<file path="src/rtl/eth_tx_framer.sv">
// GMII-style transmit framer: preamble/SFD, payload, zero pad to MIN_PAYLOAD, optional FCS, then IFG.
// Define ETH_TX_FCS_EN to append the IEEE 802.3 CRC-32 FCS; without it frames end after payload/pad.
module eth_tx_framer #(
    parameter int MIN_PAYLOAD  = 60,
    parameter int PREAMBLE_LEN = 7,
    parameter int IFG_CYCLES   = 12
) (
    input  logic       clk,
    input  logic       rst,
    input  logic [7:0] mac_data_i,
    input  logic       mac_valid_i,
    output logic       mac_ack_o,
    output logic [7:0] txd_o,
    output logic       tx_en_o,
    output logic       busy_o,
    output logic       frame_done_o
);

    typedef enum logic [2:0] {
        S_IDLE, S_PREAMBLE, S_SFD, S_DATA, S_PAD, S_FCS, S_IFG
    } state_t;

    // State names the byte being decided for the next cycle; SFD shows the last 0x55, DATA shows 0xD5 first.
    localparam logic [7:0]  PRE_LOAD = 8'((PREAMBLE_LEN >= 2) ? (PREAMBLE_LEN - 2) : 0);
    localparam logic [7:0]  IFG_LOAD = 8'(IFG_CYCLES - 1);
    localparam logic [10:0] MIN_CNT  = 11'(MIN_PAYLOAD);
`ifdef ETH_TX_FCS_EN
    localparam state_t END_STATE = S_FCS;
`else
    localparam state_t END_STATE = S_IFG;
`endif

    state_t      state_q, state_d;
    logic [7:0]  txd_q, txd_d;
    logic        tx_en_q, tx_en_d;
    logic [7:0]  timer_q, timer_d;
    logic [10:0] count_q, count_d;
    logic        pay_load;
    logic        pay_end;
    logic [7:0]  pay_byte;

`ifdef ETH_TX_FCS_EN
    logic [31:0] crc_q, crc_d, fcs_word;

    function automatic logic [31:0] crc_byte(input logic [31:0] crc_in, input logic [7:0] data);
        logic [31:0] c;
        c = crc_in;
        for (int i = 0; i < 8; i++) begin
            c = (c >> 1) ^ ((c[0] ^ data[i]) ? 32'hEDB88320 : 32'h0000_0000);
        end
        return c;
    endfunction

    always_comb begin
        fcs_word = ~crc_q;
        crc_d    = crc_q;
        if (state_q == S_IDLE) begin
            crc_d = 32'hFFFF_FFFF;
        end else if (pay_load) begin
            crc_d = crc_byte(crc_q, pay_byte);
        end
    end
`endif

    always_ff @(posedge clk or posedge rst) begin
        if (rst) begin
            state_q <= S_IDLE;
            txd_q   <= 8'h00;
            tx_en_q <= 1'b0;
            timer_q <= 8'h00;
            count_q <= 11'd0;
`ifdef ETH_TX_FCS_EN
            crc_q   <= 32'hFFFF_FFFF;
`endif
        end else begin
            state_q <= state_d;
            txd_q   <= txd_d;
            tx_en_q <= tx_en_d;
            timer_q <= timer_d;
            count_q <= count_d;
`ifdef ETH_TX_FCS_EN
            crc_q   <= crc_d;
`endif
        end
    end

    always_comb begin
        state_d = state_q;
        case (state_q)
            S_IDLE:     if (mac_valid_i) state_d = (PREAMBLE_LEN >= 2) ? S_PREAMBLE : S_SFD;
            S_PREAMBLE: if (timer_q == 8'd0) state_d = S_SFD;
            S_SFD:      state_d = S_DATA;
            S_DATA:     if (!mac_valid_i) state_d = (count_q < MIN_CNT) ? S_PAD : END_STATE;
            S_PAD:      if (count_q >= MIN_CNT) state_d = END_STATE;
            S_FCS:      if (timer_q == 8'd0) state_d = S_IFG;
            S_IFG:      if (timer_q == 8'd0) state_d = S_IDLE;
            default:    state_d = S_IDLE;
        endcase
    end

    always_comb begin
        txd_d    = 8'h00;
        tx_en_d  = 1'b0;
        timer_d  = timer_q;
        count_d  = count_q;
        pay_load = 1'b0;
        pay_end  = 1'b0;
        pay_byte = 8'h00;
        case (state_q)
            S_IDLE: begin
                count_d = 11'd0;
                timer_d = PRE_LOAD;
                if (mac_valid_i) begin
                    txd_d   = 8'h55;
                    tx_en_d = 1'b1;
                end
            end
            S_PREAMBLE: begin
                txd_d   = 8'h55;
                tx_en_d = 1'b1;
                if (timer_q != 8'd0) timer_d = timer_q - 8'd1;
            end
            S_SFD: begin
                txd_d   = 8'hD5;
                tx_en_d = 1'b1;
            end
            S_DATA: begin
                if (mac_valid_i) begin
                    pay_load = 1'b1;
                    pay_byte = mac_data_i;
                end else if (count_q < MIN_CNT) begin
                    pay_load = 1'b1;
                end else begin
                    pay_end = 1'b1;
                end
            end
            S_PAD: begin
                if (count_q < MIN_CNT) pay_load = 1'b1;
                else pay_end = 1'b1;
            end
`ifdef ETH_TX_FCS_EN
            S_FCS: begin
                if (timer_q != 8'd0) begin
                    tx_en_d = 1'b1;
                    timer_d = timer_q - 8'd1;
                    case (timer_q[1:0])
                        2'd3:    txd_d = fcs_word[15:8];
                        2'd2:    txd_d = fcs_word[23:16];
                        default: txd_d = fcs_word[31:24];
                    endcase
                end else begin
                    timer_d = IFG_LOAD;
                end
            end
`endif
            S_IFG: begin
                if (timer_q != 8'd0) timer_d = timer_q - 8'd1;
            end
            default: ;
        endcase

        if (pay_load) begin
            txd_d   = pay_byte;
            tx_en_d = 1'b1;
            if (count_q != 11'h7FF) count_d = count_q + 11'd1;
        end
        // First FCS byte leaves right behind the last payload/pad byte; timer then indexes bytes 1..3.
        if (pay_end) begin
`ifdef ETH_TX_FCS_EN
            txd_d   = fcs_word[7:0];
            tx_en_d = 1'b1;
            timer_d = 8'd3;
`else
            timer_d = IFG_LOAD;
`endif
        end
    end

    always_comb begin
        mac_ack_o = mac_valid_i && (state_q == S_DATA);
        busy_o    = (state_q != S_IDLE);
`ifdef ETH_TX_FCS_EN
        frame_done_o = (state_q == S_FCS) && (timer_q == 8'd0);
`else
        frame_done_o = ((state_q == S_DATA) && !mac_valid_i && (count_q >= MIN_CNT)) ||
                       ((state_q == S_PAD) && (count_q >= MIN_CNT));
`endif
    end

    assign txd_o   = txd_q;
    assign tx_en_o = tx_en_q;

endmodule

</file>
<file path="config.mk">
export PLATFORM = sky130hd
export DESIGN_NAME = eth_tx_framer
export DESIGN_NICKNAME = d
export VERILOG_FILES = /design/src/rtl/eth_tx_framer.sv
export SDC_FILE = /design/constraint.sdc
export NUM_CORES = 1
export LEC_CHECK = 0
export BUFFER_PORTS_ARGS = -buffer_cell sky130_fd_sc_hd__buf_4
export CAP_MARGIN = 5
export CORE_MARGIN = 3
export CORE_UTILIZATION = 40
export DETAILED_ROUTE_END_ITERATION = 10
export SLEW_MARGIN = 20
export SYNTH_ARGS = -nofsm -noshare
export SYNTH_HDL_FRONTEND = slang
export SYNTH_SLANG_ARGS = --single-unit
</file>
<file path="constraint.sdc">
create_clock -name clk -period 2.1 [get_ports clk]
set_input_delay 0.42 -clock clk [delete_from_list [all_inputs] [get_ports clk]]
set_output_delay 0.42 -clock clk [all_outputs]
set_load 0.05 [all_outputs]
</file>
* Word-level counts from Yosys, hierarchy flattened
Cells that the tools add are included.
** Storage, ports and cells
- Register bits after elaboration :: 31
- Word-level logic and storage cells :: 66
- Output and inout port bits :: 12
** Cells by class
- Add/subtract/negate cells :: 2
- Mux-type cells :: 28
- Reduce and logical (&&, ||, !) cells :: 15
- $lt $le $gt $ge :: 2
- Equal/unequal tests :: 14
** Operators with widths (number)
- two-way mux 8 bit :: 5
- two-way mux 11 bit :: 3
- one-hot mux 8 bit (3 select lines) :: 1
- one-hot mux 3 bit (7 select lines) :: 1
- two-way mux 3 bit :: 6
- one-hot mux 8 bit (2 select lines) :: 1
- != test 2 bit, second input constant :: 6
- adder 11 x 1 -> 11 bit, second input constant :: 1
- greater-or-equal comparator 11 x 6 -> 1 bit, second input constant :: 1
- less-than comparator 11 x 6 -> 1 bit, second input constant :: 1
- != test 11 bit, second input constant :: 1
- equality test 3 bit, second input constant :: 3
- logical NOT 8 bit :: 1
- nonzero test 8 bit :: 1
- subtractor 8 x 1 -> 8 bit, second input constant :: 1
- two-way mux 7 bit :: 1
- equality test 3 x 2 -> 1 bit, second input constant :: 2
- two-way mux 1 bit :: 6
- one-hot mux 1 bit (2 select lines) :: 3
- AND reduction 6 bit :: 1
- nonzero test 3 bit :: 2
- logical AND 1 bit :: 4
- OR reduction 2 bit :: 2
- equality test 3 x 1 -> 1 bit, second input constant :: 1
- other kinds (6) :: 6

* Depth between registers and ports, before layout
- Word-level depth :: 6
- Gate-level depth with buffers :: 8
- Gate-level depth less buffers :: 7

* Worst setup path before layout
Ideal clock, no wire load.
- Kind :: register -> register
- From :: register state_q[2]
- To :: register count_q[4]
- Slack :: -0.163 ns
- Library setup time :: 0.126 ns
- Arrival time :: 2.137 ns
- Buffers on the path :: 2
- Cell stages (with the launch flop) :: 8
- Required time :: 1.974 ns
- Clock period less this slack :: 2.263 ns
- Path through :: dfrtp_1 > buf_6 > nor2b_1 > and3_1 > clkbuf_1 > o22a_2 > a21oi_1 > a221o_1
** On the way
- Word-level cells in the longest chain between the ends :: 4
** Ends and longest elaborated chain
- start, declared :: line 33 : state_t state_q, state_d;
- start signal, assigned :: line 76 : state_q <= state_d;
- logical NOT 3 bit :: line 109 : case (state_q)
- two-way mux 11 bit :: line 109
- two-way mux 11 bit :: line 165 : if (count_q != 11'h7FF) count_d = count_q + 11'd1;
- two-way mux 11 bit (*) :: line 162 : if (pay_load) begin
- named net count_d[4] :: line 37 : logic [10:0] count_q, count_d;
- end signal, assigned :: line 80 : count_q <= count_d;
- end, declared :: line 37
The timed path passes the listed nets; every way through them passes the cells marked *.
A chain may end at the register's enable or synchronous reset.

* Worst setup path in the final report
- From :: register count_q[8]
- To :: register timer_q[1]
** On the way
- Word-level cells in the longest chain between the ends :: 6
** Ends and longest elaborated chain
- less-than comparator 11 x 6 -> 1 bit (*) :: line 131, 138
- two-way mux 1 bit (*) :: line 131, 138
- two-way mux 1 bit :: line 128 : if (mac_valid_i) begin
- one-hot mux 1 bit (2 select lines) (*) :: line 109
- != test 3 x 1 -> 1 bit (no line) or nonzero test 3 bit (tied branches)
- AND reduction 2 bit (no line)
- end signal, assigned :: line 79 : timer_q <= timer_d;
- end, declared :: line 36 : logic [7:0] timer_q, timer_d;
Mark *: on every way between the ends. The rest lies on a longest branch, timed or not.

==> reports/metrics.cfg <==
[detailed_routing]
drc = 0
antenna_left = 0
viasPerCell = 5.90
drt-initial-drc-count = 137
avgRoutedWirePerCell_um = 15.5
via_count = 1763
drt_wl_total_um = 4620
first_pass_iters = 4

[sta]
finalHoldViolations = 0
fin_crit_ns = 2.18
drv_slew = 0
worstMarginPinSlew_ns = 0.417
finalCritPeriodShare = 1.04
clock.fmax_mhz = 458
rsz0062_at_grt = true
slew_headroom = 0.722
setup_slack_ns = -0.0843
setup_viol = 10
fin_worst_skew_ns = 0.00316

[place]
place_inst = 285
place_congestion = 0.894
dp_hpwl_um = 3240
port_buffers = 22
dp_slack_ns = 0.00956

[cells_and_area]
num-nets-final = 263
diodes = 0
final_util = 0.575
final_common_cell = buf_4
drive_above_1_share = 0.345
area_delta_synth_final_pct = 32.5
fin_cells = 299
layout_common_cells = buf_4, dfrtp_1, nand2_1

[yosys]
syn_nets = 207
synth-seq-area-share = 0.428
synth_top_area_frac = 0.428
synthTopCellsByArea = dfrtp_1, nand2_1, a21oi_1, a221o_1, ha_1
avgSynthCellArea_um2 = 9.44
syn_inst = 192
synth_area_mm2 = 0.00181
yosysWarnings = 0
yosysTopAreaCell = dfrtp_1
synth.ff_latch_count = 31
ys_types = 53

[worst_setup_path]
arrival_ns = 2.36
path_class = flop to flop
cp-start-kind = flop
crit_required_ns = 2.28
cp-end-kind = flop
crit_fanout = 4

[cts]
cts_root_buf = clkbuf_8
cts_max_level = 2
clk_pin_slew_ns = 0.07
cts_tree = built
numCtsBuffers = 5
clock_path_buffers = 2
clock-sinks = 31
clkLatencyLatePin_ns = 0.29

[pwr]
p_leak_nw = 1.09
intPower_mw = 1.75
switching_share = 0.466
p_sw_mw = 1.52
power_frac_seq = 0.274
p_per_area_mw_per_mm2 = 1360
finalPower_mw = 3.27
pwr-share-comb = 0.583
clockPowerShare = 0.143
irDropWorstVdd_uv = 734

[flow_run]
maxCapViolations = 0

[grt]
grt_pass1_vias = 1597
antenna_found_initial = 0
grt_max_degree = 32
grt_pass1_wl_um = 7580
grt_usage = 0.181
grt-ovfl-total = 0

[floorplanning]
die_w_um = 73.3
core_area_mm2 = 0.00417
start_util = 0.434
dieHeight_um = 73.3
pin_count = 23
core.rowCount = 23
dieArea_mm2 = 0.00537

[run_status]
violations = setup timing
status = finished, violations left

[hold_path]
hold_class = primary input to async pin

==> stage by stage <==
stage / instance area [um2] / hold WS [ns] / TNS, ns
2_1_floorplan: 1810 / 0.476 / -0.0341
3_3_place_gp: 2200 / 0.505 / 0
3_5_place_dp: 2200 / 0.514 / 0
4_1_cts: 2340 / 0.229 / -0.455
5_1_grt: 2400 / 0.252 / -0.988
6_report: 2400 / 0.215 / -0.322
==> power groups by stage <==
| stage | registers [mW] | clock network [mW] | logic (mW) |
|---|---|---|---|
| after floorplan | 1.11 | 0 | 1.00 |
| after global placement | 0.893 | 0 | 1.76 |
| after detailed placement | 0.903 | 0 | 1.79 |
| after CTS | 0.893 | 0.479 | 1.84 |
| after global routing | 0.919 | 0.507 | 2.06 |
| final | 0.895 | 0.468 | 1.91 |
==> flip-flops by register name, indices dropped and copies added (netlist names) <==
name     flops
tx_en_o      1
txd_o        8
timer_q      8
count_q     11
state_q      3
==> timing repair <==
| action | in CTS | in global routing |
|---|---|---|
| buffers inserted | 4 | 2 |
| pin swaps | 3 | 5 |
| endpoints found under the setup margin | 4 | 21 |
| hold buffers | 0 | 0 |
| gates resized for setup | 8 | 10 |
==> path summary, 6_finish.rpt <==
kind / startpoint / to / slack (ns) / cells past startpoint
worst min register to register: timer_q[4] / timer_q[4] / 0.53 / 2
worst min-delay path: rst / txd_o[3] / 0.22 / 3
min in group clk: mac_data_i[1] / txd_o[1] / 0.34 / 2
worst max-delay path: count_q[8] / timer_q[1] / -0.08 / 8
max in group asynchronous: rst / timer_q[7] / 1.58 / 3
worst max register to register: count_q[8] / timer_q[1] / -0.08 / 8
==> Yosys cell counts, drive strengths merged <==
library cell and number:
nor2b 4, nand2 20, nor3b 1, or4 2
and3 1, clkbuf 4, buf 5, nor3 8
o21a 2, a221o 6, nand4 2, o2bb2ai 2
a221oi 1, nand3 9, a31oi 6, nor2 13
a22o 1, and4 2, o22ai 5, nor4 3
a41oi 1, mux2 1, o21ai 8, or2 2
and2 7, o41ai 2, or2b 1, a21oi 12
nand3b 1, o221ai 1, xnor2 1, or3 3
a211o 1, inv 7, a311oi 1, ha 4
dfrtp 31, o22a 2, o31ai 3, nand2b 4
nor4b 2
==> cells by family (layout without fill, tap and decap cells) <==
| kind of cell | Yosys count | in the layout | synth area share |
|---|---|---|---|
| simple gates | 85 | 85 | 0.260 |
| compound gates | 54 | 54 | 0.220 |
| flops | 31 | 31 | 0.428 |
| buf+inv | 16 | 73 | 0.0511 |
| fa+ha+maj | 4 | 4 | 0.0276 |
| xor+xnor | 1 | 1 | 0.00484 |
| mux | 1 | 1 | 0.00828 |
==> cell type report <==
cell class / instances / area [um2]
Tap cell: 50 / 62.6
Multi-Input combinational cell: 145 / 1000
Inverter: 7 / 26.3
Fill cell: 361 / 1770
Timing Repair Buffer: 58 / 450
Clock buffer: 5 / 68.8
Sequential cell: 31 / 776
Clock inverter: 3 / 15.0
==> critical path: stages (launching register included) <==
cell and delay (ns):
dfrtp_1 0.39, or4_4 0.54, buf_6 0.14, buf_4 0.13
o31ai_4 0.21, buf_6 0.15, o221ai_4 0.12, nand2_4 0.10
mux2_4 0.29
==> per-layer routing <==
metal	vias to the layer above	track usage	part of all wire
met5	-	0	0
li1	830	-	-
met2	60	0.264	0.45
met4	0	0.0724	0.022
met3	10	0.0506	0.068
met1	863	0.252	0.46
No activity file was read; power rests on OpenSTA's default activity.
